## src/rtl/bnn_seq_pkg.sv

```systemverilog
// Shared types and constants for the BNN bring-up sequencer.
package bnn_seq_pkg;

    // Top-level sequencer states
    typedef enum logic [2:0] {
        ST_IDLE,
        ST_LOAD_INST,
        ST_LOAD_DATA,
        ST_RUN,
        ST_READOUT,
        ST_DONE
    } seq_state_t;

    // Slot offsets at which the serializer load and the SRAM enable fall
    localparam int PSL_OFS = 3;
    localparam int CEN_OFS = 5;

    // Default image sizes, slot timing and addresses for the board build
    localparam int DEF_ADDR_W       = 14;
    localparam int DEF_INST_WORDS   = 521;
    localparam int DEF_DATA_WORDS   = 12266;
    localparam int DEF_SLOT_CYCLES  = 41;
    localparam int DEF_INST_CEN_LEN = 17;
    localparam int DEF_DATA_CEN_LEN = 33;
    localparam int DEF_RUN_ADDR     = 5000;
    localparam int DEF_RUN_CYCLES   = 648324;
    localparam int DEF_READ_BASE    = 2000;
    localparam int DEF_READ_ROWS    = 8;
    localparam int DEF_ROW_CYCLES   = 34;

endpackage

```

## src/rtl/bnn_slot_gen.sv

```systemverilog
// Per-word slot timer: counts 0..SLOT_CYCLES-1 and flags the slot
// positions where the sequencer changes the SRAM/serializer controls.
module bnn_slot_gen
    import bnn_seq_pkg::*;
#(
    parameter int SLOT_CYCLES = DEF_SLOT_CYCLES,
    parameter int SLOT_W      = $clog2(SLOT_CYCLES)
) (
    input  logic              CLK,
    input  logic              RST,
    input  logic              clr,
    input  logic              en,
    input  logic [SLOT_W-1:0] cen_len,
    output logic              stb_addr,
    output logic              stb_psl,
    output logic              stb_cen_on,
    output logic              stb_cen_off,
    output logic              stb_end
);

    localparam logic [SLOT_W:0]   CEN_FALL = (SLOT_W+1)'(CEN_OFS);
    localparam logic [SLOT_W-1:0] PSL_FALL = SLOT_W'(PSL_OFS);
    localparam logic [SLOT_W-1:0] SLOT_END = SLOT_W'(SLOT_CYCLES - 1);

    logic [SLOT_W-1:0] slot_cnt;
    logic [SLOT_W:0]   cen_rise;

    // Slot counter wraps at the end of every slot so back-to-back words share it
    always_ff @(posedge CLK) begin
        if (RST || clr) begin
            slot_cnt <= '0;
        end else if (en) begin
            slot_cnt <= stb_end ? '0 : slot_cnt + SLOT_W'(1);
        end
    end

    // Strobes only fire while the slot timer is actually running
    always_comb begin
        cen_rise    = CEN_FALL + {1'b0, cen_len};
        stb_addr    = en && (slot_cnt == '0);
        stb_psl     = en && (slot_cnt == PSL_FALL);
        stb_cen_on  = en && ({1'b0, slot_cnt} == CEN_FALL);
        stb_cen_off = en && ({1'b0, slot_cnt} == cen_rise);
        stb_end     = en && (slot_cnt == SLOT_END);
    end

endmodule

```

## src/rtl/bnn_load_seq.sv

```systemverilog
// Bring-up sequencer for the BNN accelerator: loads the instruction and
// data images through the serial SRAM port, lets the network run, then
// reads back the FC output rows with a TRIGGER window per row.
module bnn_load_seq
    import bnn_seq_pkg::*;
#(
    parameter int ADDR_W       = DEF_ADDR_W,
    parameter int INST_WORDS   = DEF_INST_WORDS,
    parameter int DATA_WORDS   = DEF_DATA_WORDS,
    parameter int SLOT_CYCLES  = DEF_SLOT_CYCLES,
    parameter int INST_CEN_LEN = DEF_INST_CEN_LEN,
    parameter int DATA_CEN_LEN = DEF_DATA_CEN_LEN,
    parameter int RUN_ADDR     = DEF_RUN_ADDR,
    parameter int RUN_CYCLES   = DEF_RUN_CYCLES,
    parameter int READ_BASE    = DEF_READ_BASE,
    parameter int READ_ROWS    = DEF_READ_ROWS,
    parameter int ROW_CYCLES   = DEF_ROW_CYCLES
) (
    input  logic              CLK,
    input  logic              RST,
    input  logic              START,
    output logic              BUSY,
    output logic              DONE,
    output logic              PAUSE,
    output logic              SRAMSEL,
    output logic              SRAMMUX,
    output logic [ADDR_W-1:0] SRAMA,
    output logic              SRAMCEN,
    output logic              SRAMWEN,
    output logic              PS_LOADN,
    output logic              TRIGGER,
    output logic [2:0]        FC_ROW
);

    localparam int SLOT_W = $clog2(SLOT_CYCLES);
    localparam int RUN_W  = $clog2(RUN_CYCLES + 1);
    localparam int PH_W   = $clog2(ROW_CYCLES);
    localparam int ROW_W  = $clog2(READ_ROWS + 1);

    localparam logic [ADDR_W-1:0] INST_LAST = ADDR_W'(INST_WORDS - 1);
    localparam logic [ADDR_W-1:0] DATA_LAST = ADDR_W'(DATA_WORDS - 1);
    localparam logic [RUN_W-1:0]  RUN_LAST  = RUN_W'(RUN_CYCLES - 1);
    localparam logic [PH_W-1:0]   PH_LAST   = PH_W'(ROW_CYCLES - 1);
    localparam logic [ROW_W-1:0]  ROWS_END  = ROW_W'(READ_ROWS);

    seq_state_t        state, state_n;
    logic [ADDR_W-1:0] idx, idx_n;
    logic [RUN_W-1:0]  run_cnt, run_n;
    logic [PH_W-1:0]   rd_phase, ph_n;
    logic [ROW_W-1:0]  rd_row, row_n;

    logic              pause_n, sel_n, mux_n, cen_n, wen_n, psl_n, trig_n;
    logic [ADDR_W-1:0] addr_n;
    logic [2:0]        fc_n;

    logic              slot_clr, slot_en;
    logic [SLOT_W-1:0] cen_len;
    logic              stb_addr, stb_psl, stb_cen_on, stb_cen_off, stb_end;

    assign slot_clr = (state == ST_IDLE) || (state == ST_DONE);
    assign slot_en  = (state == ST_LOAD_INST) || (state == ST_LOAD_DATA);
    assign cen_len  = (state == ST_LOAD_DATA) ? SLOT_W'(DATA_CEN_LEN)
                                              : SLOT_W'(INST_CEN_LEN);
    assign BUSY     = (state != ST_IDLE) && (state != ST_DONE);
    assign DONE     = (state == ST_DONE);

    bnn_slot_gen #(
        .SLOT_CYCLES (SLOT_CYCLES),
        .SLOT_W      (SLOT_W)
    ) u_slot (
        .CLK         (CLK),
        .RST         (RST),
        .clr         (slot_clr),
        .en          (slot_en),
        .cen_len     (cen_len),
        .stb_addr    (stb_addr),
        .stb_psl     (stb_psl),
        .stb_cen_on  (stb_cen_on),
        .stb_cen_off (stb_cen_off),
        .stb_end     (stb_end)
    );

    // Registers the FSM state, counters and every output; reset wins everywhere
    always_ff @(posedge CLK) begin
        if (RST) begin
            state    <= ST_IDLE;
            idx      <= '0;
            run_cnt  <= '0;
            rd_phase <= '0;
            rd_row   <= '0;
            PAUSE    <= 1'b1;
            SRAMSEL  <= 1'b1;
            SRAMMUX  <= 1'b0;
            SRAMA    <= '0;
            SRAMCEN  <= 1'b1;
            SRAMWEN  <= 1'b0;
            PS_LOADN <= 1'b1;
            TRIGGER  <= 1'b0;
            FC_ROW   <= '0;
        end else begin
            state    <= state_n;
            idx      <= idx_n;
            run_cnt  <= run_n;
            rd_phase <= ph_n;
            rd_row   <= row_n;
            PAUSE    <= pause_n;
            SRAMSEL  <= sel_n;
            SRAMMUX  <= mux_n;
            SRAMA    <= addr_n;
            SRAMCEN  <= cen_n;
            SRAMWEN  <= wen_n;
            PS_LOADN <= psl_n;
            TRIGGER  <= trig_n;
            FC_ROW   <= fc_n;
        end
    end

    // Next-state and next-output logic; everything holds unless a phase acts on it
    always_comb begin
        state_n = state;
        idx_n   = idx;
        run_n   = run_cnt;
        ph_n    = rd_phase;
        row_n   = rd_row;
        pause_n = PAUSE;
        sel_n   = SRAMSEL;
        mux_n   = SRAMMUX;
        addr_n  = SRAMA;
        cen_n   = SRAMCEN;
        wen_n   = SRAMWEN;
        psl_n   = PS_LOADN;
        trig_n  = TRIGGER;
        fc_n    = FC_ROW;

        unique case (state)
            ST_IDLE, ST_DONE: begin
                if (START) begin
                    state_n = ST_LOAD_INST;
                    idx_n   = '0;
                    mux_n   = 1'b0;
                end
            end

            ST_LOAD_INST, ST_LOAD_DATA: begin
                if (stb_addr)    addr_n = idx;
                if (stb_psl)     psl_n  = 1'b0;
                if (stb_cen_on)  cen_n  = 1'b0;
                if (stb_cen_off) cen_n  = 1'b1;
                if (stb_end) begin
                    cen_n = 1'b1;
                    wen_n = 1'b0;
                    psl_n = 1'b1;
                    idx_n = idx + ADDR_W'(1);
                    if (state == ST_LOAD_INST && idx == INST_LAST) begin
                        idx_n   = '0;
                        mux_n   = 1'b1;
                        state_n = ST_LOAD_DATA;
                    end else if (state == ST_LOAD_DATA && idx == DATA_LAST) begin
                        idx_n   = '0;
                        pause_n = 1'b0;
                        sel_n   = 1'b0;
                        addr_n  = ADDR_W'(RUN_ADDR);
                        run_n   = '0;
                        state_n = ST_RUN;
                    end
                end
            end

            ST_RUN: begin
                if (run_cnt == RUN_LAST) begin
                    ph_n    = '0;
                    row_n   = '0;
                    state_n = ST_READOUT;
                end else begin
                    run_n = run_cnt + RUN_W'(1);
                end
            end

            ST_READOUT: begin
                if (rd_phase == '0) begin
                    if (rd_row == '0) begin
                        pause_n = 1'b1;
                        sel_n   = 1'b1;
                        wen_n   = 1'b1;
                        addr_n  = ADDR_W'(READ_BASE);
                        fc_n    = '0;
                    end else begin
                        cen_n  = 1'b1;
                        trig_n = 1'b0;
                        if (rd_row < ROWS_END) begin
                            addr_n = ADDR_W'(READ_BASE) + ADDR_W'(rd_row);
                        end
                    end
                    if (rd_row == ROWS_END) begin
                        state_n = ST_DONE;
                    end else begin
                        ph_n = PH_W'(1);
                    end
                end else begin
                    cen_n  = 1'b0;
                    trig_n = 1'b1;
                    fc_n   = 3'(rd_row);
                    if (rd_phase == PH_LAST) begin
                        ph_n  = '0;
                        row_n = rd_row + ROW_W'(1);
                    end else begin
                        ph_n = rd_phase + PH_W'(1);
                    end
                end
            end

            default: begin
                state_n = ST_IDLE;
            end
        endcase
    end

endmodule

```

## config.mk

```make
export PLATFORM = sky130hd
export DESIGN_NAME = bnn_load_seq
export DESIGN_NICKNAME = d
export VERILOG_FILES = /design/src/rtl/bnn_seq_pkg.sv /design/src/rtl/bnn_slot_gen.sv /design/src/rtl/bnn_load_seq.sv
export SDC_FILE = /design/constraint.sdc
export NUM_CORES = 1
export LEC_CHECK = 0
export ABC_AREA = 1
export BUFFER_PORTS_ARGS = -buffer_cell sky130_fd_sc_hd__buf_2
export CAP_MARGIN = 10
export CORE_MARGIN = 10
export CORE_UTILIZATION = 35
export DETAILED_ROUTE_END_ITERATION = 12
export HOLD_SLACK_MARGIN = 0.02
export SYNTH_ARGS = -nofsm -noshare
export SYNTH_HDL_FRONTEND = slang
export SYNTH_SLANG_ARGS = --single-unit
```

## constraint.sdc

```tcl
create_clock -name CLK -period 1.9 [get_ports CLK]
set_clock_uncertainty 0.15 [all_clocks]
set_input_delay 0.285 -clock CLK [delete_from_list [all_inputs] [get_ports CLK]]
set_output_delay 0.285 -clock CLK [all_outputs]
set_load 0.1 [all_outputs]
```

* Yosys cells after proc, flatten, opt, wreduce, memory -nomap -nowiden *
Cells that the tools add are included.

operators by class
  add/subtract/negate cells = 7
  order comparisons = 1
  equal/unequal tests = 34
  multiplexer cells = 61
  reduce and logical (&&, ||, !) cells = 36

operators with widths
  kind                   number
  $mux 14                11
  $mux 20                4
  $pmux 14 s2            2
  $pmux 20 s2            1
  $mux 6                 6
  $mux 3                 9
  $ne 2x2->1 const B     12
  $add 20x1->20 const B  1
  $eq 20x20->1 const B   1
  $mux 1                 18
  $ne 3x3->1 const B     5
  $add 14x1->14 const B  1
  $eq 14x10->1 const B   1
  $eq 14x14->1 const B   1
  $add 11x4->12 const A  1
  $add 6x1->6 const B    2
  $eq 6x6->1 const B     2
  $logic_not 6->1        2
  $mux 4                 3
  $pmux 3 s4             1
  $pmux 6 s2             1
  $reduce_and 3->1       4
  $reduce_and 4->1       3
  $reduce_and 6->1       2
  other kinds (23)       45

storage, ports and cells
  flip-flop bits (word level) = 76
  bits of input ports = 3
  output and inout port bits = 26
  logic and storage cells = 153

* Logic depth before layout (Yosys ltp) *
Gate-level depths: netlist of run 1.

  depth in word-level cells = 8
  mapped depth = 13
  gate-level depth less buffers = 12

* Cells and area by module *
A second synthesis of run 1 with hierarchy kept.

unflattened totals
  cell total of the unflattened synthesis = 733
  area total of the unflattened synthesis = 4605.7 µm²

by module, submodules not included
  module        times used  cells an instance  area an instance (µm²)
  bnn_load_seq  1           628                4013.8
  bnn_slot_gen  1           105                591.8

* Worst setup path before layout of run 1 *
OpenSTA, ideal clock, no wires.

  path type = reg2out
  start = register state[0]
  end = output DONE
  arrival time = 1.838 ns
  setup slack = -0.373 ns
  stages on the path, launching flop included = 3
  path through = dfxtp_1 > nand2_2 > nor2_1

on the way
  cells in the longest elaborated chain, start to end = 1

ends and longest elaborated chain
  element                 line                 text
  start, declared         bnn_load_seq.sv:46   seq_state_t state, state_n;
  start signal, assigned  bnn_load_seq.sv:101  state <= state_n;
  $eq 3x3->1              bnn_load_seq.sv:65   assign DONE = (state == ST_DONE);
  end, declared           bnn_load_seq.sv:23   output logic DONE,

Every way passes these cells.

* Worst setup path after layout of run 1 *
  start = register u_slot.slot_cnt[0]
  end = register idx[1]

on the way
  cells in the longest elaborated chain, start to end = 4

ends and longest elaborated chain
  element                     line                 text
  start, declared             bnn_slot_gen.sv:25   logic [SLOT_W-1:0] slot_cnt;
  start signal, assigned      bnn_slot_gen.sv:33   slot_cnt <= stb_end ? '0 : slot_cnt + SLOT_W'(1);
  $eq 6x6->1                  bnn_slot_gen.sv:44   stb_end = en && (slot_cnt == SLOT_END);
  $logic_and 1x1->1           bnn_slot_gen.sv:44
  $ne 2x1->1 (no line)        -
  $reduce_and 3->1 (no line)  -
  end signal, assigned        bnn_load_seq.sv:102  idx <= idx_n;
  end, declared               bnn_load_seq.sv:47   logic [ADDR_W-1:0] idx, idx_n;

Every way passes these cells.
A chain may end at the register's enable or synchronous reset.

==> results of run 1 <==
power groups by stage:
stage	clock, W	sequential (W)	combinational (W)
2_1_floorplan	0	0.00251	0.00190
3_3_place_gp	0	0.00191	0.00337
3_5_place_dp	0	0.00191	0.00336
4_1_cts	0.00166	0.00188	0.00339
5_1_grt	0.00172	0.00191	0.00450
6_report	0.00162	0.00189	0.00420
flip-flops by register name (all words and copies together) (netlist names), 3 cells and up:
name	count
rd_row	4
run_cnt	20
state	3
rd_phase	6
u_slot.slot_cnt	6
idx	14
FC_ROW	3
SRAMA	14
worst min path at each step:
stage	start	end	slack, ns	cells past startpoint
after floorplan	RST	PS_LOADN$_SDFFE_PP1P_	0.25	2
after global placement	SRAMCEN$_SDFFE_PP1P_	SRAMCEN$_SDFFE_PP1P_	0.30	2
after detailed placement	SRAMCEN$_SDFFE_PP1P_	SRAMCEN$_SDFFE_PP1P_	0.29	2
after CTS	RST	TRIGGER$_SDFFE_PP0P_	0.08	2
after global routing	RST	TRIGGER$_SDFFE_PP0P_	0.08	2
final	RST	SRAMA[3]$_SDFFE_PP0P_	0.09	2
cell usage in the layout, fill, tap and decap left out, types with 16 or more instances in the layout:
| cell | instances |
|---|---|
| a21oi_1 | 59 |
| nor2_1 | 94 |
| nand4_1 | 16 |
| buf_2 | 26 |
| buf_4 | 71 |
| nand2_1 | 186 |
| nand3_1 | 52 |
| o21ai_0 | 22 |
| inv_1 | 63 |
| dfxtp_1 | 67 |
routing by layer:
| metal | wire (µm) | part of all wire (%) | GRT usage (%) | vias to the layer above |
|---|---|---|---|---|
| met5 | 0 | 0 | 0 | - |
| met4 | 106 | 0.79 | 3.809 | 0 |
| met3 | 614 | 4.6 | 3.211 | 10 |
| met2 | 6390 | 48 | 23.04 | 106 |
| met1 | 6256 | 47 | 18.13 | 2196 |
| li1 | - | - | - | 2500 |
metrics by stage:
step	total power, W	area, µm²	std cells	utilization [%]
after floorplan	0.004410	4573	706	-
after global placement	0.005276	5371	958	42.22
after detailed placement	0.005270	5371	958	42.22
after CTS	0.006932	5659	972	44.48
after global routing	0.008135	5992	985	47.10
final	0.007714	5992	985	47.10
what timing repair did:
item	CTS	global route
endpoints found under the hold margin	0	0
resized for setup	5	62
cloned	0	8
pin swaps	0	15
setup buffers	0	6
setup endpoints to repair	21	59
cell families after synthesis:
family,synth area share [%]
xor+xnor,1.725
simple gates,40.32
buf+inv,9.280
compound gates,11.17
flops,33.29
mux,0.6570
fa+ha+maj,3.559
worst max-delay path, cell delays in order (launching register included):
cell and delay, ns:
dfxtp_2 0.32, inv_2 0.07, ha_4 0.13, nand4_1 0.21, nand2_4 0.21, nand3_4 0.16
clkbuf_16 0.20, o21ai_0 0.21, nor2_2 0.06
area by class of cell:
class	instances	share of cell area [%]
repair inverters	1	0.1879
clock buffers	12	4.448
well taps	172	3.592
flip-flops and latches	76	25.70
inverters	77	5.032
clock inverters	2	0.1670
multi-input cells	538	46.82
repair buffers	107	14.05
==> metrics.txt, run 1 <==
Filler Cell Count approximately 1,300; Ant. Diodes 0; remaining antenna violation count after routing 0; clk_lat worst skew 0.34 ns; FF-to-FF path depth 8; Mapped Cells 706; Global Route Usage Sum 14.10%; RR Endpoint idx[1]$_SDFFE_PP0P_; Min-Delay Path Class primary input to flop; Worst Tran Pin Value between 0.5 and 0.6 ns; Setup TNS 0 ns; Yosys top cell area share 33.29%; max cap viols 0; vias in the first global route about 4,500; Die Wd 134.3 µm; Max Slew Vio Count 0; Routed WL 13,370 µm; Switching Fraction 46.36%; Pint a little over 0.004 W; area occupied by multi-input gates ~2800 µm²; Core Area 12,720 µm²; critical path endpoint category flop; switching power total 0.003576 W; CTS tree yes; crit path launch u_slot.slot_cnt[0]$_SDFFE_PP0P_; Fin. Hold Viols 0; Die Area 18,030 µm²; PwrDens between 1000 and 1500 nW/µm²; Final Setup Violations 0; FF-to-FF setup slack roughly 0.048 ns; Clk pwr share 21.0%; Top Ports 29; Setup CP Type flop to flop; pre-CTS setup slack -0.02519 ns; sequential power share 24.6%; Worst EP required about 2.0 ns; Avg WL per Cell 13.57 µm; initial drt markers just under 400; vias per cell about 4.9; Crit Path Max Fanout 6; clk buf depth 2; Post-DP HPWL 9142 µm; Avg Cell Area, Syn 6.474 µm²; worst hold slack approximately 0.09 ns; part of the Yosys area used for sequential elements 33.29%; Worst VDD drop 0.0008470 V; LEAKAGE 2.542 nW; Initial Util 35.93%; worst r2r src u_slot.slot_cnt[0]$_SDFFE_PP0P_; root buffer cell clkbuf_16; Initial DRT Pass Iterations 5; port bufs 28; CTS Buf Count 9; crit start category flop; global-route wire length before repair 21,390 µm; #FFs+latches synth 76; Vias just under 5,000; Synth cell types 38; Critical Path AT 1.93 ns; most frequent cell after synthesis nand2_1; crit path to idx[1]$_SDFFE_PP0P_; RSZ-0062 raised after global routing true; Overflow after GRT 0; register area 1540 µm²; share of cells above drive strength 1 24.97%; Post-synth EDFFs 0; Post-Syn Area 4571 µm²; initial antenna violation count 0; Final #Nets 826; top_reg_cell synth dfxtp_1; synthesis warning total 0; Placer Congestion 0.8845; Max Clk Rate 540.0 MHz; FP Rows 41; top post-synthesis cells by area dfxtp_1 33%, nand2_1 15%, nor2_1 8.4%; clk sink count 76; area leader, netlist dfxtp_1; min Tclk post-route 1.852 ns; DRC errors left 0; H-tree Lvls 3; CTS hold repair buffers 0; largest net degree at the start of global routing 34; Comb pwr share 54.4%; Tcrit/Tclk final 97.47%; Synth top cells by count 187 x nand2_1, 102 x nor2_1, 76 x dfxtp_1, 70 x inv_1, 63 x a21oi_1; die height 134.3 µm; Max-slew headroom 66.68%; synthesis-to-layout area growth 31.10%; Mapped Nets 722; Post-synth ARST share 0%; status completed; setup ws final 0.04815 ns; clock edge transition at the registers on the reported setup and hold paths ~0.060 ns
No activity file was read; power rests on OpenSTA's default activity.
==> run 2: changes to the inputs <==
--- a/config.mk
+++ b/config.mk
@@ -5,7 +5,6 @@
 export SDC_FILE = /design/constraint.sdc
 export NUM_CORES = 1
 export LEC_CHECK = 0
-export ABC_AREA = 1
 export BUFFER_PORTS_ARGS = -buffer_cell sky130_fd_sc_hd__buf_2
 export CAP_MARGIN = 10
 export CORE_MARGIN = 10
==> metrics.txt, run 2 <==
status finished with violations; failing checks negative setup slack; crit-path cells or4b_4 > o41ai_4 > buf_4 > o21ai_4 > or4_4 > a21oi_2; Tcrit/Tclk final 118.7%; clock edge transition at the registers on the reported setup and hold paths 0.07 ns; worst hold slack 0.2104 ns; Ant. Diodes 0; area leader, netlist dfxtp_1; Max Clk Rate 443.5 MHz; RR Endpoint run_cnt[15]$_SDFFE_PP0P_; FF-to-FF setup slack -0.35 ns; Final #Nets 692; Max Slew Vio Count 0; PwrDens 1006 nW/µm²; Die Area 16,500 µm²; Crit path largest cell delay 0.55 ns; Yosys top cell area share 36.96%; setup ws final -0.3545 ns; Min-Delay Path Class primary input to flop; HP Start RST; Placer Congestion 0.9420; Crit Path Max Fanout 8; most common cell after layout, fill and taps aside buf_4; Critical Path AT 2.38 ns; clk_lat worst skew approximately 0.35 ns; Die Wd 128.5 µm; most frequent cells in the layout 143 x buf_4, 69 x dfxtp_1, 45 x nor2_1; largest net degree at the start of global routing 18; H-tree Lvls 3; clk sink count 76; top_reg_cell synth dfxtp_1; vias per cell 5.450; Routed WL 13,220 µm; worst path bufs/invs 1; Mapped Nets 507; vias in the first global route approximately 4,400; top post-synthesis cells by area dfxtp_1 37%, nor2_1 4.1%, ha_1 4.0%; min Tclk post-route around 2.3 ns; initial drt markers 196; Mapped Cells 491; RSZ-0062 raised after global routing true; crit start category flop; clk buf depth 2; Post-synth EDFFs 0; Cell Count, Final, Fillers Out 824; share of cells above drive strength 1 42.58%; die height 128.5 µm; Worst EP required 2.03 ns; Synth cell types 60; slowest stage cell, crit path or4b_4; Fin. Hold Viols 0; Post-Syn Area a little over 4000 µm²; Final Setup Violations 57; max cap viols 0; WHS Path Cells 3; #FFs+latches synth 76; Post-DP HPWL ~9500 µm; Core Area 11,470 µm²; Initial DRT Pass Iterations 4; Setup CP Type flop to flop; Avg WL per Cell around 16 µm; part of the Yosys area used for sequential elements 36.96%; FP Rows 39; final core occ 55.90%; Worst VDD drop approximately 0.00051 V; max reg flops 20; Overflow after GRT 0; worst r2r src idx[4]$_SDFFE_PP0P_; critical path endpoint category flop; CTS tree yes; Setup TNS -13.72 ns; dpl cells 779; FF-to-FF path depth 6; root buffer cell clkbuf_16; synthesis-to-layout area growth 55.71%; most frequent cell after synthesis dfxtp_1; initial antenna violation count 0; hold endpoint SRAMA[3]$_SDFFE_PP0P_; Reg with most FFs run_cnt; remaining antenna violation count after routing 0; Post-synth ARST share 0%; global-route wire length before repair 21,070 µm; biggest regs run_cnt: 20 flops, SRAMA: 14 flops, idx: 14 flops; Max-slew headroom 67.17%; Vias 4,491; Worst Tran Pin Value around 0.50 ns; CTS Buf Count 9; LEAKAGE 2.660 nW; Initial Util 35.90%; DRC errors left 0; Synth top cells by count 76 x dfxtp_1, 45 x nor2_1, 39 x nand2_1, 31 x a21oi_1, 19 x nand3_1; Top Ports 29; port bufs 28; synthesis warning total 0; Avg Cell Area, Syn around 8.4 µm²; Global Route Usage Sum between 15 and 20%; CP top delay family simple AND/OR/NAND/NOR gates
==> run 2: worst max path at each step <==
stage,from,end,cells past startpoint
after floorplan,idx[12]$_SDFFE_PP0P_,run_cnt[18]$_SDFFE_PP0P_,6
after global placement,idx[12]$_SDFFE_PP0P_,run_cnt[6]$_SDFFE_PP0P_,6
after detailed placement,run_cnt[1]$_SDFFE_PP0P_,run_cnt[8]$_SDFFE_PP0P_,7
after CTS,idx[12]$_SDFFE_PP0P_,run_cnt[2]$_SDFFE_PP0P_,7
after global routing,idx[4]$_SDFFE_PP0P_,run_cnt[0]$_SDFFE_PP0P_,7
final,idx[4]$_SDFFE_PP0P_,run_cnt[15]$_SDFFE_PP0P_,6
==> run 2: layout make-up <==
type | count | area [µm²]
multi-input combinational | 377 | 2806
timing repair buffer | 196 | 1539
tap | 143 | 178.9
fill | 961 | 5057
sequential | 76 | 1533
clock buffer | 9 | 225.2
inverter | 16 | 62.56
clock inverter | 7 | 65.06
==> run 2: routing by layer <==
metal | routed length, µm | GRT usage, % | share of wire (%) | up-vias
met5 | 0 | 0 | 0 | -
met4 | 321 | 7.550 | 2.4 | 0
met3 | 584 | 2.998 | 4.4 | 22
met2 | 6470 | 25.43 | 49 | 97
met1 | 5846 | 19.30 | 44 | 2166
li1 | - | - | - | 2206
==> run 2: worst reg2reg max path, stage by stage (launching register included) <==
cell	delay (ns)
dfxtp_2	0.32
or4b_4	0.55
o41ai_4	0.21
buf_4	0.19
o21ai_4	0.10
or4_4	0.53
a21oi_2	0.14
==> run 2: kinds of logic after synthesis <==
kind of cell / count (synthesis) / share of synthesized area [%]
buf+inv: 39 / 4.043
simple gates: 212 / 28.12
mux: 13 / 3.161
fa+ha+maj: 13 / 3.951
xor+xnor: 20 / 4.255
compound gates: 118 / 19.51
flops: 76 / 36.96
==> run 2: metrics by stage <==
| step | power [W] | area (µm²) | setup slack [ns] |
|---|---|---|---|
| 6_report | 0.006450 | 6410 | -0.3545 |
| 2_1_floorplan | 0.003382 | 4235 | -0.2320 |
| 5_1_grt | 0.006762 | 6410 | -0.4418 |
| 4_1_cts | 0.006315 | 6081 | -0.3363 |
| 3_5_place_dp | 0.004355 | 5520 | -0.4255 |
| 3_3_place_gp | 0.004320 | 5520 | -0.3861 |
==> run 2: what timing repair did <==
action,in CTS,in global routing
setup buffers,15,11
hold buffers,0,0
gates cloned,2,2
pin swaps,15,20
resized for setup,37,56
setup endpoints to repair,66,68
==> run 2: power breakdown <==
| group | switching, W | leakage [nW] | internal, W | total, W |
|---|---|---|---|---|
| registers | 0.0000780 | 0.617 | 0.00169 | 0.00177 |
| logic | 0.00165 | 1.90 | 0.00133 | 0.00298 |
| clock network | 0.000781 | 0.141 | 0.000920 | 0.00170 |
